$ cat config.mk
export PLATFORM = sky130hd
export DESIGN_NAME = modulo_entrada
export DESIGN_NICKNAME = d
export VERILOG_FILES = /design/src/rtl/modulo_entrada_pkg.sv /design/src/rtl/modulo_entrada_debounce_botao.sv /design/src/rtl/modulo_entrada.sv
export SDC_FILE = /design/constraint.sdc
export NUM_CORES = 1
export LEC_CHECK = 0
export ABC_AREA = 1
export BUFFER_PORTS_ARGS = -buffer_cell sky130_fd_sc_hd__clkbuf_2
export CORE_MARGIN = 3
export CORE_UTILIZATION = 65
export CTS_BUF_LIST = sky130_fd_sc_hd__clkbuf_8
export DETAILED_ROUTE_END_ITERATION = 10
export PLACE_DENSITY = 0.87
export SYNTH_ARGS = -nofsm -noshare
export SYNTH_HDL_FRONTEND = slang
export SYNTH_SLANG_ARGS = --single-unit
$ cat constraint.sdc
create_clock -name clock -period 4.8 [get_ports clock]
set_clock_uncertainty 0.2 [all_clocks]
set_input_delay 0.48 -clock clock [delete_from_list [all_inputs] [get_ports clock]]
set_output_delay 0.48 -clock clock [all_outputs]
set_load 0.1 [all_outputs]
$ cat src/rtl/modulo_entrada_pkg.sv
// Shared definitions for the keyboard-side entry path: FSM encodings,
// digit limits and display widths common with the 7-segment output module.
package modulo_entrada_pkg;

    typedef enum logic [1:0] {
        OCIOSO = 2'd0,
        COLETA = 2'd1,
        PRONTO = 2'd2
    } estado_t;

    localparam logic [3:0] BCD_MAX = 4'd9;

    // Display-width constants (same digit layout as the output path)
    localparam int DIGITO_W        = 4;
    localparam int DISPLAY_DIGITOS = 4;
    localparam int BCD_W           = DIGITO_W * DISPLAY_DIGITOS;

    // 14 bits hold up to 9999; the result bus toward the processor is 32 bits
    localparam int ACC_W   = 14;
    localparam int VALOR_W = 32;

    // x*10 built from two shifts so no multiplier is inferred
    function automatic logic [ACC_W-1:0] vezes_dez(input logic [ACC_W-1:0] x);
        return (x << 3) + (x << 1);
    endfunction

endpackage

$ cat src/rtl/modulo_entrada_debounce_botao.sv
// Raw push-button conditioning: 2-flop synchronizer, stability filter and a
// one-cycle press pulse on each accepted 0->1 change of the filtered level.
module debounce_botao #(
    parameter int DEBOUNCE_CICLOS = 50000
) (
    input  logic clock,
    input  logic reset_n,
    input  logic botao,
    output logic pulso
);

    localparam int CW = $clog2(DEBOUNCE_CICLOS) + 1;
    localparam logic [CW-1:0] CONT_MAX = CW'(DEBOUNCE_CICLOS - 1);

    logic          sinc_a;
    logic          sinc_b;
    logic          nivel;
    logic [CW-1:0] cont;

    // Two-stage synchronizer for the asynchronous button
    always_ff @(posedge clock) begin
        if (!reset_n) begin
            sinc_a <= 1'b0;
            sinc_b <= 1'b0;
        end else begin
            sinc_a <= botao;
            sinc_b <= sinc_a;
        end
    end

    // Accept a new level once it differed from the current one for
    // DEBOUNCE_CICLOS consecutive samples; any bounce back restarts the count
    always_ff @(posedge clock) begin
        if (!reset_n) begin
            cont  <= '0;
            nivel <= 1'b0;
            pulso <= 1'b0;
        end else begin
            pulso <= 1'b0;
            if (sinc_b == nivel) begin
                cont <= '0;
            end else if (cont == CONT_MAX) begin
                cont  <= '0;
                nivel <= sinc_b;
                pulso <= sinc_b;
            end else begin
                cont <= cont + CW'(1);
            end
        end
    end

endmodule

$ cat src/rtl/modulo_entrada.sv
// Collects up to MAX_DIGITOS decimal digits from switches/buttons and hands
// the binary value to the processor's input instruction.
//
// Handshake: pedido_entrada is a level request held high by the processor
// for as long as it wants a value. entrada_pronta is a single-cycle valid
// strobe; valor_entrada is new in exactly that cycle and there is no
// back-pressure, so the consumer must take it then. Dropping the request
// while digits are being collected abandons the entry without a strobe.
module modulo_entrada
    import modulo_entrada_pkg::*;
#(
    parameter int DEBOUNCE_CICLOS = 50000,
    parameter int MAX_DIGITOS     = 4
) (
    input  logic               clock,
    input  logic               reset_n,
    input  logic [3:0]         chaves,
    input  logic               botao_digito,
    input  logic               botao_enter,
    input  logic               botao_limpa,
    input  logic               pedido_entrada,
    output logic               esperando,
    output logic               entrada_pronta,
    output logic [VALOR_W-1:0] valor_entrada,
    output logic [BCD_W-1:0]   digitos_bcd,
    output logic               erro_digito,
    output logic [1:0]         estado_atual
);

    localparam int CNT_W = $clog2(MAX_DIGITOS + 1);
    localparam logic [CNT_W-1:0] CNT_MAX = CNT_W'(MAX_DIGITOS);

    estado_t            estado, estado_n;
    logic [ACC_W-1:0]   acc, acc_n;
    logic [CNT_W-1:0]   cont, cont_n;
    logic [BCD_W-1:0]   bcd, bcd_n;
    logic [VALOR_W-1:0] valor, valor_n;
    logic               erro_q, erro_n;
    logic [3:0]         chaves_a, chaves_b;
    logic               ev_digito, ev_enter, ev_limpa;

    debounce_botao #(.DEBOUNCE_CICLOS(DEBOUNCE_CICLOS)) u_deb_digito (
        .clock(clock), .reset_n(reset_n), .botao(botao_digito), .pulso(ev_digito)
    );
    debounce_botao #(.DEBOUNCE_CICLOS(DEBOUNCE_CICLOS)) u_deb_enter (
        .clock(clock), .reset_n(reset_n), .botao(botao_enter), .pulso(ev_enter)
    );
    debounce_botao #(.DEBOUNCE_CICLOS(DEBOUNCE_CICLOS)) u_deb_limpa (
        .clock(clock), .reset_n(reset_n), .botao(botao_limpa), .pulso(ev_limpa)
    );

    // Synchronize the switches; long settled before any debounced press
    always_ff @(posedge clock) begin
        if (!reset_n) begin
            chaves_a <= '0;
            chaves_b <= '0;
        end else begin
            chaves_a <= chaves;
            chaves_b <= chaves_a;
        end
    end

    // State and datapath registers
    always_ff @(posedge clock) begin
        if (!reset_n) begin
            estado <= OCIOSO;
            acc    <= '0;
            cont   <= '0;
            bcd    <= '0;
            valor  <= '0;
            erro_q <= 1'b0;
        end else begin
            estado <= estado_n;
            acc    <= acc_n;
            cont   <= cont_n;
            bcd    <= bcd_n;
            valor  <= valor_n;
            erro_q <= erro_n;
        end
    end

    // Next-state and datapath updates; event priority limpa > enter > digito
    always_comb begin
        estado_n = estado;
        acc_n    = acc;
        cont_n   = cont;
        bcd_n    = bcd;
        valor_n  = valor;
        erro_n   = 1'b0;
        case (estado)
            OCIOSO: begin
                if (pedido_entrada) begin
                    estado_n = COLETA;
                    acc_n    = '0;
                    cont_n   = '0;
                    bcd_n    = '0;
                end
            end
            COLETA: begin
                if (!pedido_entrada) begin
                    estado_n = OCIOSO;
                end else if (ev_limpa) begin
                    acc_n  = '0;
                    cont_n = '0;
                    bcd_n  = '0;
                end else if (ev_enter) begin
                    estado_n = PRONTO;
                    valor_n  = VALOR_W'(acc);
                end else if (ev_digito) begin
                    if ((chaves_b <= BCD_MAX) && (cont < CNT_MAX)) begin
                        acc_n  = vezes_dez(acc) + ACC_W'(chaves_b);
                        cont_n = cont + CNT_W'(1);
                        bcd_n  = {bcd[BCD_W-DIGITO_W-1:0], chaves_b};
                    end else begin
                        erro_n = 1'b1;
                    end
                end
            end
            PRONTO: begin
                estado_n = OCIOSO;
            end
            default: begin
                estado_n = OCIOSO;
            end
        endcase
    end

    assign esperando      = (estado == COLETA);
    assign entrada_pronta = (estado == PRONTO);
    assign valor_entrada  = valor;
    assign digitos_bcd    = bcd;
    assign erro_digito    = erro_q;
    assign estado_atual   = estado;

endmodule

==> results of run 1 <==
==> sequential cells by signal, indices dropped and copies added, names as in the netlist, 2 cells and up <==
| name | count |
|---|---|
| acc | 14 |
| chaves_a | 4 |
| chaves_b | 4 |
| cont | 3 |
| digitos_bcd | 15 |
| estado_atual | 2 |
| u_deb_digito.cont | 17 |
| u_deb_enter.cont | 17 |
| u_deb_limpa.cont | 17 |
| valor_entrada | 14 |
==> layer usage <==
layer / vias up / part of all wire, % / track usage, %
li1: 2451 / - / -
met1: 2243 / 40 / 27.0
met2: 160 / 51 / 44.4
met3: 37 / 5.5 / 5.98
met4: 0 / 2.7 / 11.3
met5: - / 0 / 0
==> per-stage QoR <==
step / power (mW) / instances / hold WS, ns / utilization, %
floorplan: 1.14 / 776 / 0.190 / -
global placement: 1.13 / 889 / 0.198 / 70.3
detailed placement: 1.13 / 889 / 0.203 / 70.3
CTS: 2.05 / 921 / 0.0162 / 75.2
global route: 2.10 / 921 / 0.0164 / 75.2
finish: 2.04 / 921 / 0.0330 / 75.2
==> cell usage in the layout (no fill, tap or decap), drive strengths merged <==
master / count
a21oi: 46
nand3b: 5
nand2: 167
bufinv: 3
and3: 1
nand4: 15
nor3b: 2
nand3: 39
conb: 18
o21ai: 21
clkbuf: 63
clkinv: 6
or2: 4
ha: 26
xor2: 31
inv: 99
clkinvlp: 2
o211a: 1
nor3: 21
a21boi: 1
fa: 2
dfxtp: 120
nor2: 110
xnor2: 10
nor4: 3
==> cells by family (layout without fill, tap and decap cells) <==
family                     after synthesis  in the layout  synth area share [%]
and+or+nand+nor                        367            367                  28.5
buffers and inverters                  133            173                  10.8
DFF                                    120            120                  41.7
AOI/OAI and AO/OA                       69             69                  6.32
xor gates and xnor gates                41             41                  6.23
adders and majority gates               28             28                  6.34
other                                    1             18                0.0651
==> worst paths after layout <==
path / cells after the start / endpoint
max reg2reg: 11 / acc[10]$_SDFFE_PN0P_
min reg2reg: 2 / chaves_b[0]$_SDFF_PN0_
min: 3 / u_deb_limpa.sinc_a$_SDFF_PN0_
max: 11 / acc[10]$_SDFFE_PN0P_
==> cell type report <==
type                       count  area (um^2)  area share (%)
sequential                   120         2400            37.9
clock buffer                  19          262            4.13
multi-input combinational    523         2800            44.2
clock inverter                13          154            2.43
timing repair buffer          44          220            3.48
inverter                      97          365            5.77
tap                          105          131            2.07
==> worst register-to-register path, stage by stage (launching register included) <==
cell     delay, ns
dfxtp_1       0.41
inv_1         0.11
fa_1          0.54
fa_1          0.48
inv_1         0.14
nand3_1       0.09
nand3_1       0.12
nand2_1       0.10
nand2_1       0.07
nand2_1       0.05
nand3_1       0.06
a21oi_1       0.08
==> report_power, final <==
| part | total, mW | internal [mW] | switching [mW] |
|---|---|---|---|
| Clock | 0.927 | 0.537 | 0.390 |
| Combinational | 0.106 | 0.0111 | 0.0950 |
| Sequential | 1.01 | 1.00 | 0.00329 |
| Total | 2.04 | 1.55 | 0.488 |
==> results.yml, run 1 <==
run_status:
  outcome: "finished, final reports clean"
global_routing:
  antenna_found_initial: 0
  grt_first_pass_wirelength_um: 20200
  grt_use_total_pct: 24.6
  grt_pass1_vias: 4787
  gr-total-overflow: 0
  grt_start_max_net_pins: 39
synthesis:
  yosysTopAreaCell: "dfxtp_1"
  yosysUniqueCellTypes: 36
  synthTopCellsByCount: "164 x nand2_1, 120 x dfxtp_1, 103 x nor2_1"
  ys_seq_elements: 120
  synthCells: 759
  async_flop_share_pct: 0
  synth_flop_cell: "dfxtp_1"
  synth_edf_count: 0
  ys_seq_area_share_pct: 41.7
  yosys.area.top_type_share_pct: 41.7
  avgSynthCellArea_um2: 7.59
  yosysMostFrequentCell: "nand2_1"
  syn_area_mm2: 0.00576
  ys.warnings.count: 0
  synth.area.top_cells: "dfxtp_1 42%, nand2_1 11%, nor2_1 6.7%, inv_1 6.1%, ha_1 5.6%"
floorplanning:
  rows: 33
  core_area_mm2: 0.00842
  die-height_um: 100
  die_w_um: 100
  io_pins: 63
  die-area_mm2: 0.0100
  start_util_pct: 68.4
layout:
  final_cell_area_mm2: 0.00633
  fin_nets: 841
  drive_above_1_share_pct: 12.6
  fillCellCount: 606
  area_growth_pct: 9.95
  antenna-diode-count: 0
cts:
  cts-root-buf: "clkbuf_8"
  postCtsSetupBuffers: 0
  cts_hold_buffers: 0
  cts_inserted_buffers: 17
  clkTransAtPathRegs_ns: 0.07
  ctsResizeCount: 0
  cts_max_level: 4
  cts_sinks: 120
  cts_max_path_buffers: 2
  worstSkewPairLatency_ns: 0.43
  cts_tree: "built"
sta:
  tightest_slew_ns: 0.962
  rsz0062_at_grt: "no"
  timing.slew.headroom_pct: 35.8
  setup_viol: 0
  fin_tns_setup_ns: 0
  finalCritPeriodShare_pct: 53.6
  setup_ws_ns: 2.23
  hold_viol_final: 0
  fmax_ghz: 0.388
  min_period_ns: 2.57
  drv_slew: 0
detailed_routing:
  vias: 4891
  route.detailed.drc: 0
  drt_wl_total_um: 11700
  vias_per_cell: 5.31
  drt_iter0_drc: 286
  dr.pass1.iters: 5
  ant_nets: 0
  wl_per_cell_um: 12.7
pwr:
  vdd_drop_max_mv: 0.243
  p_leak_nw: 2.89
  power.density_mw_per_mm2: 322
worst_setup_path:
  path_cells: "inv_1, fa_1, fa_1, inv_1, nand3_1, nand3_1, nand2_1, nand2_1, nand2_1, nand3_1, a21oi_1"
  cp_max_fo: 5
  critPathKind: "flop to flop"
  critPathCaptureType: "flop"
  crit_path_start_kind: "flop"
  worstPathRequired_ns: 4.87
  crit_path_max_incr_delay_ns: 0.54
  setup.worst_path.start: "acc[0]$_SDFFE_PN0P_"
  r2r_setup_slack_ns: 2.23
  critPathArrivalTime_ns: 2.65
  cpMaxStageDelayCell: "fa_1"
  cp_top_family: "adder cells"
  r2r_start: "acc[0]$_SDFFE_PN0P_"
  crit_buf_inv: 2
place:
  place_area_mm2: 0.00592
  dp_worst_setup_slack_ns: 2.25
  routabilityCongestion: 0.910
  io_buffers: 44
  hpwl_um: 8190
min_path:
  hp-start: "botao_limpa"
  min_path_type: "input port to flop"
job:
  drv_cap: 0
Note: power is estimated with default switching activity, not from simulation.
==> run 2, diff against run 1 <==
--- a/config.mk
+++ b/config.mk
@@ -5,13 +5,13 @@
 export SDC_FILE = /design/constraint.sdc
 export NUM_CORES = 1
 export LEC_CHECK = 0
-export ABC_AREA = 1
+export ABC_AREA = 0
 export BUFFER_PORTS_ARGS = -buffer_cell sky130_fd_sc_hd__clkbuf_2
 export CORE_MARGIN = 3
-export CORE_UTILIZATION = 65
+export CORE_UTILIZATION = 60
 export CTS_BUF_LIST = sky130_fd_sc_hd__clkbuf_8
 export DETAILED_ROUTE_END_ITERATION = 10
-export PLACE_DENSITY = 0.87
+export PLACE_DENSITY = 0.82
 export SYNTH_ARGS = -nofsm -noshare
 export SYNTH_HDL_FRONTEND = slang
 export SYNTH_SLANG_ARGS = --single-unit
==> constraint.sdc (replaced) <==
create_clock -name clock -period 2.7 [get_ports clock]
set_clock_uncertainty 0.2 [all_clocks]
set_input_delay 0.27 -clock clock [delete_from_list [all_inputs] [get_ports clock]]
set_output_delay 0.27 -clock clock [all_outputs]
set_load 0.1 [all_outputs]
==> results.yml, run 2 <==
run_status:
  outcome: "finished, final reports clean"
sta:
  min_period_ns: 2.66
  rsz0062_at_grt: "yes"
  tightest_slew_ns: 0.633
  setup_viol: 0
  hold_viol_final: 0
  fin_tns_setup_ns: 0
  drv_slew: 0
  fmax_ghz: 0.375
  finalCritPeriodShare_pct: 98.7
  timing.slew.headroom_pct: 57.7
floorplanning:
  core_area_mm2: 0.00881
  start_util_pct: 62.4
  die_w_um: 102
  die-height_um: 102
  die-area_mm2: 0.0103
  io_pins: 63
  rows: 34
layout:
  fin_nets: 699
  area_growth_pct: 12.9
  mostFrequentLayoutCells: "115 x dfxtp_1, 67 x nor2_1, 49 x nand2_1"
  final_cell_area_mm2: 0.00620
  multi_input_area_mm2: 0.00286
  antenna-diode-count: 0
  drive_above_1_share_pct: 14.4
  stdcell_count: 780
  fillCellCount: 692
  mostFrequentLayoutCell: "dfxtp_1"
  top_regs: "u_deb_digito.cont: 17 flops, u_deb_enter.cont: 17 flops, u_deb_limpa.cont: 17 flops"
  final-seq-area_mm2: 0.00241
synthesis:
  synth_top_family_by_area: "simple AND/OR/NAND/NOR gates"
  synth_compound_area_share_pct: 9.23
  muxShareOfSynthArea_pct: 0.729
  synthTopCellsByCount: "120 x dfxtp_1, 67 x nor2_1, 49 x nand2_1"
  yosysTopAreaCell: "dfxtp_1"
  ys.warnings.count: 0
  yosysUniqueCellTypes: 45
  synthCells: 605
  ys_seq_area_share_pct: 43.7
  synth_simple_gate_area_share_pct: 25.7
  synth.area.top_cells: "dfxtp_1 44%, ha_1 5.9%, xor2_1 4.6%, nor2_1 4.6%, nor2b_1 3.9%"
  avgSynthCellArea_um2: 9.08
  syn_area_mm2: 0.00549
  ys_seq_elements: 120
  yosysMostFrequentCell: "dfxtp_1"
  synth_edf_count: 0
  synth_flop_cell: "dfxtp_1"
  synthAdderAreaFrac_pct: 6.65
  async_flop_share_pct: 0
  synthXorXnorAreaFrac_pct: 8.13
  yosys.area.top_type_share_pct: 43.7
detailed_routing:
  drt_iter0_drc: 154
  ant_nets: 0
  vias_per_cell: 5.48
  dr.pass1.iters: 4
  wl_per_cell_um: 13.5
  drt_wl_total_um: 10500
  route.detailed.drc: 0
  vias: 4274
cts:
  cts_tree: "built"
  cts_max_level: 4
  cts_max_path_buffers: 2
  cts_inserted_buffers: 17
  clkTransAtPathRegs_ns: 0.06
  worstSkewPairLatency_ns: 0.42
  cts-root-buf: "clkbuf_8"
  cts_sinks: 120
pwr:
  p_leak_nw: 2.50
  power.density_mw_per_mm2: 568
  p_sw_mw: 0.834
  power_frac_clock_pct: 43.6
  power.internal_mw: 2.69
  p_sw_share_pct: 23.7
  p_comb_share_pct: 5.6
  vdd_drop_max_mv: 0.389
  p_seq_share_pct: 50.8
global_routing:
  grt_first_pass_wirelength_um: 17900
  antenna_found_initial: 0
  grt_use_total_pct: 21.7
  grt_pass1_vias: 4035
  grt_start_max_net_pins: 73
  gr-total-overflow: 0
worst_setup_path:
  setup.worst_path.start: "acc[0]$_SDFFE_PN0P_"
  critPathCaptureType: "flop"
  r2r_start: "acc[0]$_SDFFE_PN0P_"
  cp_max_fo: 3
  critPathKind: "flop to flop"
  worstPathRequired_ns: 2.86
  crit_path_start_kind: "flop"
  critPathArrivalTime_ns: 2.83
place:
  routabilityCongestion: 0.892
  hpwl_um: 7290
  place_inst: 742
  io_buffers: 44
  place_area_mm2: 0.00573
min_path:
  hp-start: "pedido_entrada"
  min_path_type: "input port to flop"
job:
  drv_cap: 0
[run 2: changes by cell type in the layout (fill, tap and decap cells not counted), sizes merged, moves of 7 or more]
| cell | change |
|---|---|
| nand2 | -118 |
| a22oi | +22 |
| a21boi | +13 |
| nor2b | +34 |
| inv | -80 |
| and3 | +11 |
| a21oi | -33 |
| and2 | +18 |
| nor2 | -43 |
| dlygate4sd3 | +7 |
| xnor2 | +12 |
| o21ai | -13 |
| buf | +9 |
[run 2: kinds of logic (layout without fill, tap and decap cells)]
family	Yosys count	in the layout
AND/OR/NAND/NOR	272	272
XOR/XNOR	51	51
adder cells (fa/ha/maj)	28	28
AO/OA/AOI/OAI	73	73
multiplexers	4	4
other	1	18
flip-flops	120	120
buffers and inverters	56	106
[run 2: repair_timing]
item / CTS / global route
endpoints found under the hold margin: 7 / 0
pin swaps: 3 / 0
setup endpoints to repair: 1 / 3
resized for setup: 1 / 4
hold buffers: 7 / 0
buffers inserted: 1 / 0
[run 2: final timing paths]
path	endpoint	slack (ns)	cells after the start
worst min register to register	u_deb_digito.sinc_b$_SDFF_PN0_	0.24	1
worst max register to register	acc[11]$_SDFFE_PN0P_	0.04	9
worst min-delay path	estado_atual[0]$_SDFFE_PN0P_	0.09	3
worst max-delay path	acc[11]$_SDFFE_PN0P_	0.04	9
[run 2: critical path, stage by stage (launching register included)]
cell and delay [ns]:
dfxtp_2 0.33, inv_2 0.04, fa_1 0.55, inv_1 0.05
ha_1 0.28, a21o_1 0.17, and4_4 0.19, o211a_1 0.21
or4b_1 0.49, nand3_1 0.09
[run 2: power groups by stage]
stage	sequential [mW]	clock (mW)	combinational, mW
6_report	1.79	1.53	0.198
5_1_grt	1.79	1.65	0.209
4_1_cts	1.79	1.57	0.199
3_5_place_dp	1.83	0	0.190
3_3_place_gp	1.83	0	0.188
2_1_floorplan	1.83	0	0.188
[run 2: cell type report]
| cell class | instances | share of cell area, % |
|---|---|---|
| Timing Repair Buffer | 60 | 5.77 |
| Tap cell | 108 | 2.18 |
| Clock buffer | 20 | 4.44 |
| Clock inverter | 10 | 1.68 |
| Multi-Input combinational cell | 446 | 46.1 |
| Sequential cell | 120 | 38.9 |
| Inverter | 16 | 0.969 |
[run 2: routing by layer]
layer | routed length, um | share of wire [%] | up-vias | global-route usage [%]
met3 | 516 | 4.9 | 15 | 6.27
met1 | 4580 | 44 | 2009 | 26.8
met2 | 5290 | 50 | 96 | 36.2
met5 | 0 | 0 | - | 0
li1 | - | - | 2154 | -
met4 | 128 | 1.2 | 0 | 7.87
[run 2: stage by stage]
stage / power [mW] / util, % / hold slack, ns / setup WS, ns
global route: 3.65 / 70.4 / 0.0899 / -0.0605
detailed placement: 2.02 / 65.1 / 0.223 / -0.0111
finish: 3.52 / 70.4 / 0.0940 / 0.0355
CTS: 3.56 / 70.3 / 0.0737 / 0.000249
floorplan: 2.02 / - / 0.197 / 0.00312
global placement: 2.02 / 65.1 / 0.215 / 0.0432
==> run 3, diff against run 2 <==
--- a/config.mk
+++ b/config.mk
@@ -6,12 +6,12 @@
 export NUM_CORES = 1
 export LEC_CHECK = 0
 export ABC_AREA = 0
-export BUFFER_PORTS_ARGS = -buffer_cell sky130_fd_sc_hd__clkbuf_2
 export CORE_MARGIN = 3
-export CORE_UTILIZATION = 60
+export CORE_UTILIZATION = 65
 export CTS_BUF_LIST = sky130_fd_sc_hd__clkbuf_8
 export DETAILED_ROUTE_END_ITERATION = 10
-export PLACE_DENSITY = 0.82
+export DONT_BUFFER_PORTS = 1
+export PLACE_DENSITY = 0.81
 export SYNTH_ARGS = -nofsm -noshare
 export SYNTH_HDL_FRONTEND = slang
 export SYNTH_SLANG_ARGS = --single-unit
==> results.yml, run 3 (same netlist as run 2, synthesis figures left out) <==
detailed_routing:
  wl_per_cell_um: 14.1
  wl_met2_um: 5520
  drt_wl_total_um: 10800
  drt_iter0_drc: 128
  route.detailed.drc: 0
  vias_per_cell: 5.58
  wl_met3_um: 343
  dr.pass1.iters: 5
  wl_met1_um: 4770
  ant_nets: 0
  top_layer: "met4"
  vias: 4277
layout:
  final_util_pct: 78.7
  drive_above_1_share_pct: 13.3
  antenna-diode-count: 0
  mostFrequentLayoutCell: "dfxtp_1"
  area_growth_pct: 14.1
  fin_nets: 689
  stdcell_count: 766
  top_regs: "u_deb_digito.cont: 17 flops, u_deb_enter.cont: 17 flops, u_deb_limpa.cont: 17 flops"
  mostFrequentLayoutCells: "116 x dfxtp_1, 67 x nor2_1, 49 x nand2_1"
worst_setup_path:
  crit_path_start_kind: "flop"
  cp_top_family: "adder cells"
  crit_buf_inv: 2
  critPathKind: "flop to flop"
  cpMaxStageDelayCell: "fa_1"
  cp_max_fo: 3
  critPathArrivalTime_ns: 2.86
  critPathCaptureType: "flop"
  crit_path_max_incr_delay_ns: 0.55
  worstPathRequired_ns: 2.86
  path_cells: "inv_2, fa_1, inv_1, ha_1, a21o_1, and4_1, o211a_1, or4b_1, nand3_1"
pwr:
  totalPowerFinal_mw: 3.60
  power.density_mw_per_mm2: 574
  vdd_drop_max_mv: 0.509
  p_leak_nw: 2.49
sta:
  setup_ws_ns: -0.00446
  drv_slew: 0
  setup_viol: 1
  timing.slew.headroom_pct: 27.6
  tightest_slew_ns: 1.08
  rsz0062_at_grt: "yes"
  fin_tns_setup_ns: -0.00446
  min_period_ns: 2.70
  fmax_ghz: 0.370
  finalCritPeriodShare_pct: 100
  hold_viol_final: 0
global_routing:
  grt_start_max_net_pins: 71
  antenna_found_initial: 0
  gr-total-overflow: 0
  grt_first_pass_wirelength_um: 18200
  grt_pass1_vias: 4107
  grt_use_total_pct: 22.9
floorplanning:
  rows: 32
  die-area_mm2: 0.00959
  start_util_pct: 68.9
  die-height_um: 97.9
  core_area_mm2: 0.00797
  io_pins: 63
  die_w_um: 97.9
cts:
  cts_max_path_buffers: 2
  cts_tree: "built"
  cts_sinks: 120
  cts-root-buf: "clkbuf_8"
  worstSkewPairLatency_ns: 0.42
  cts_max_level: 4
  clkTransAtPathRegs_ns: 0.07
  cts_inserted_buffers: 17
run_status:
  outcome: "complete, but fails checks"
  violations: "setup timing"
place:
  routabilityCongestion: 0.825
  place_inst: 723
  io_buffers: 0
  hpwl_um: 7180
min_path:
  min_path_type: "input port to flop"
job:
  drv_cap: 0
-- run 3: cell count changes in the layout (fill, tap and decap cells not counted), sizes merged --
cell and change:
clkinv +3, buf +32, inv -1, dlygate4sd3 +2, clkbuf -45, clkinvlp +1
-- run 3: final cells by class --
class | count | area (um^2)
multi-input combinational | 446 | 2850
inverter | 16 | 60.1
timing repair buffer | 50 | 410
clock buffer | 19 | 262
fill | 534 | 1700
sequential | 120 | 2410
clock inverter | 13 | 145
tap | 102 | 128
-- run 3: path summary, 6_finish.rpt --
check	start	end	slack [ns]	depth (start not counted)
hold reg to reg	u_deb_enter.sinc_a$_SDFF_PN0_	u_deb_enter.sinc_b$_SDFF_PN0_	0.23	1
hold / removal	pedido_entrada	cont[2]$_SDFFE_PN0P_	0.07	3
setup reg to reg	chaves_b[3]$_SDFF_PN0_	acc[11]$_SDFFE_PN0P_	-0.004	9
setup / recovery	chaves_b[3]$_SDFF_PN0_	acc[11]$_SDFFE_PN0P_	-0.004	9
-- run 3: per-layer routing --
metal / global-route usage, % / vias to the layer above
li1: - / 2133
met4: 9.80 / 0
met5: 0 / -
met2: 40.8 / 81
met1: 26.8 / 2047
met3: 4.36 / 16
-- run 3: power by group --
group	switching (mW)	internal [mW]
Sequential	0.0130	1.78
Clock	0.738	0.876
Combinational	0.156	0.0348
Total	0.907	2.69
-- run 3: tightest hold or removal path: stages --
cell and delay (ns):
nand2b_1 0.13, o21ai_0 0.20, nor2_1 0.04
-- run 3: what timing repair did --
action,in CTS,in global routing
endpoints found under the setup margin,1,4
pin swaps,6,5
hold buffers,10,0
gates resized for setup,1,3
setup buffers,1,0
hold endpoints to repair,71,0
-- run 3: metrics by stage --
step	hold slack (ns)	setup WS (ns)	instance area (um^2)
4_1_cts	0.0474	-0.0354	6260
2_1_floorplan	0.197	0.00312	5570
3_3_place_gp	0.196	0.0422	5740
6_report	0.0673	-0.00446	6270
3_5_place_dp	0.200	-0.0278	5740
5_1_grt	0.127	-0.0928	6270
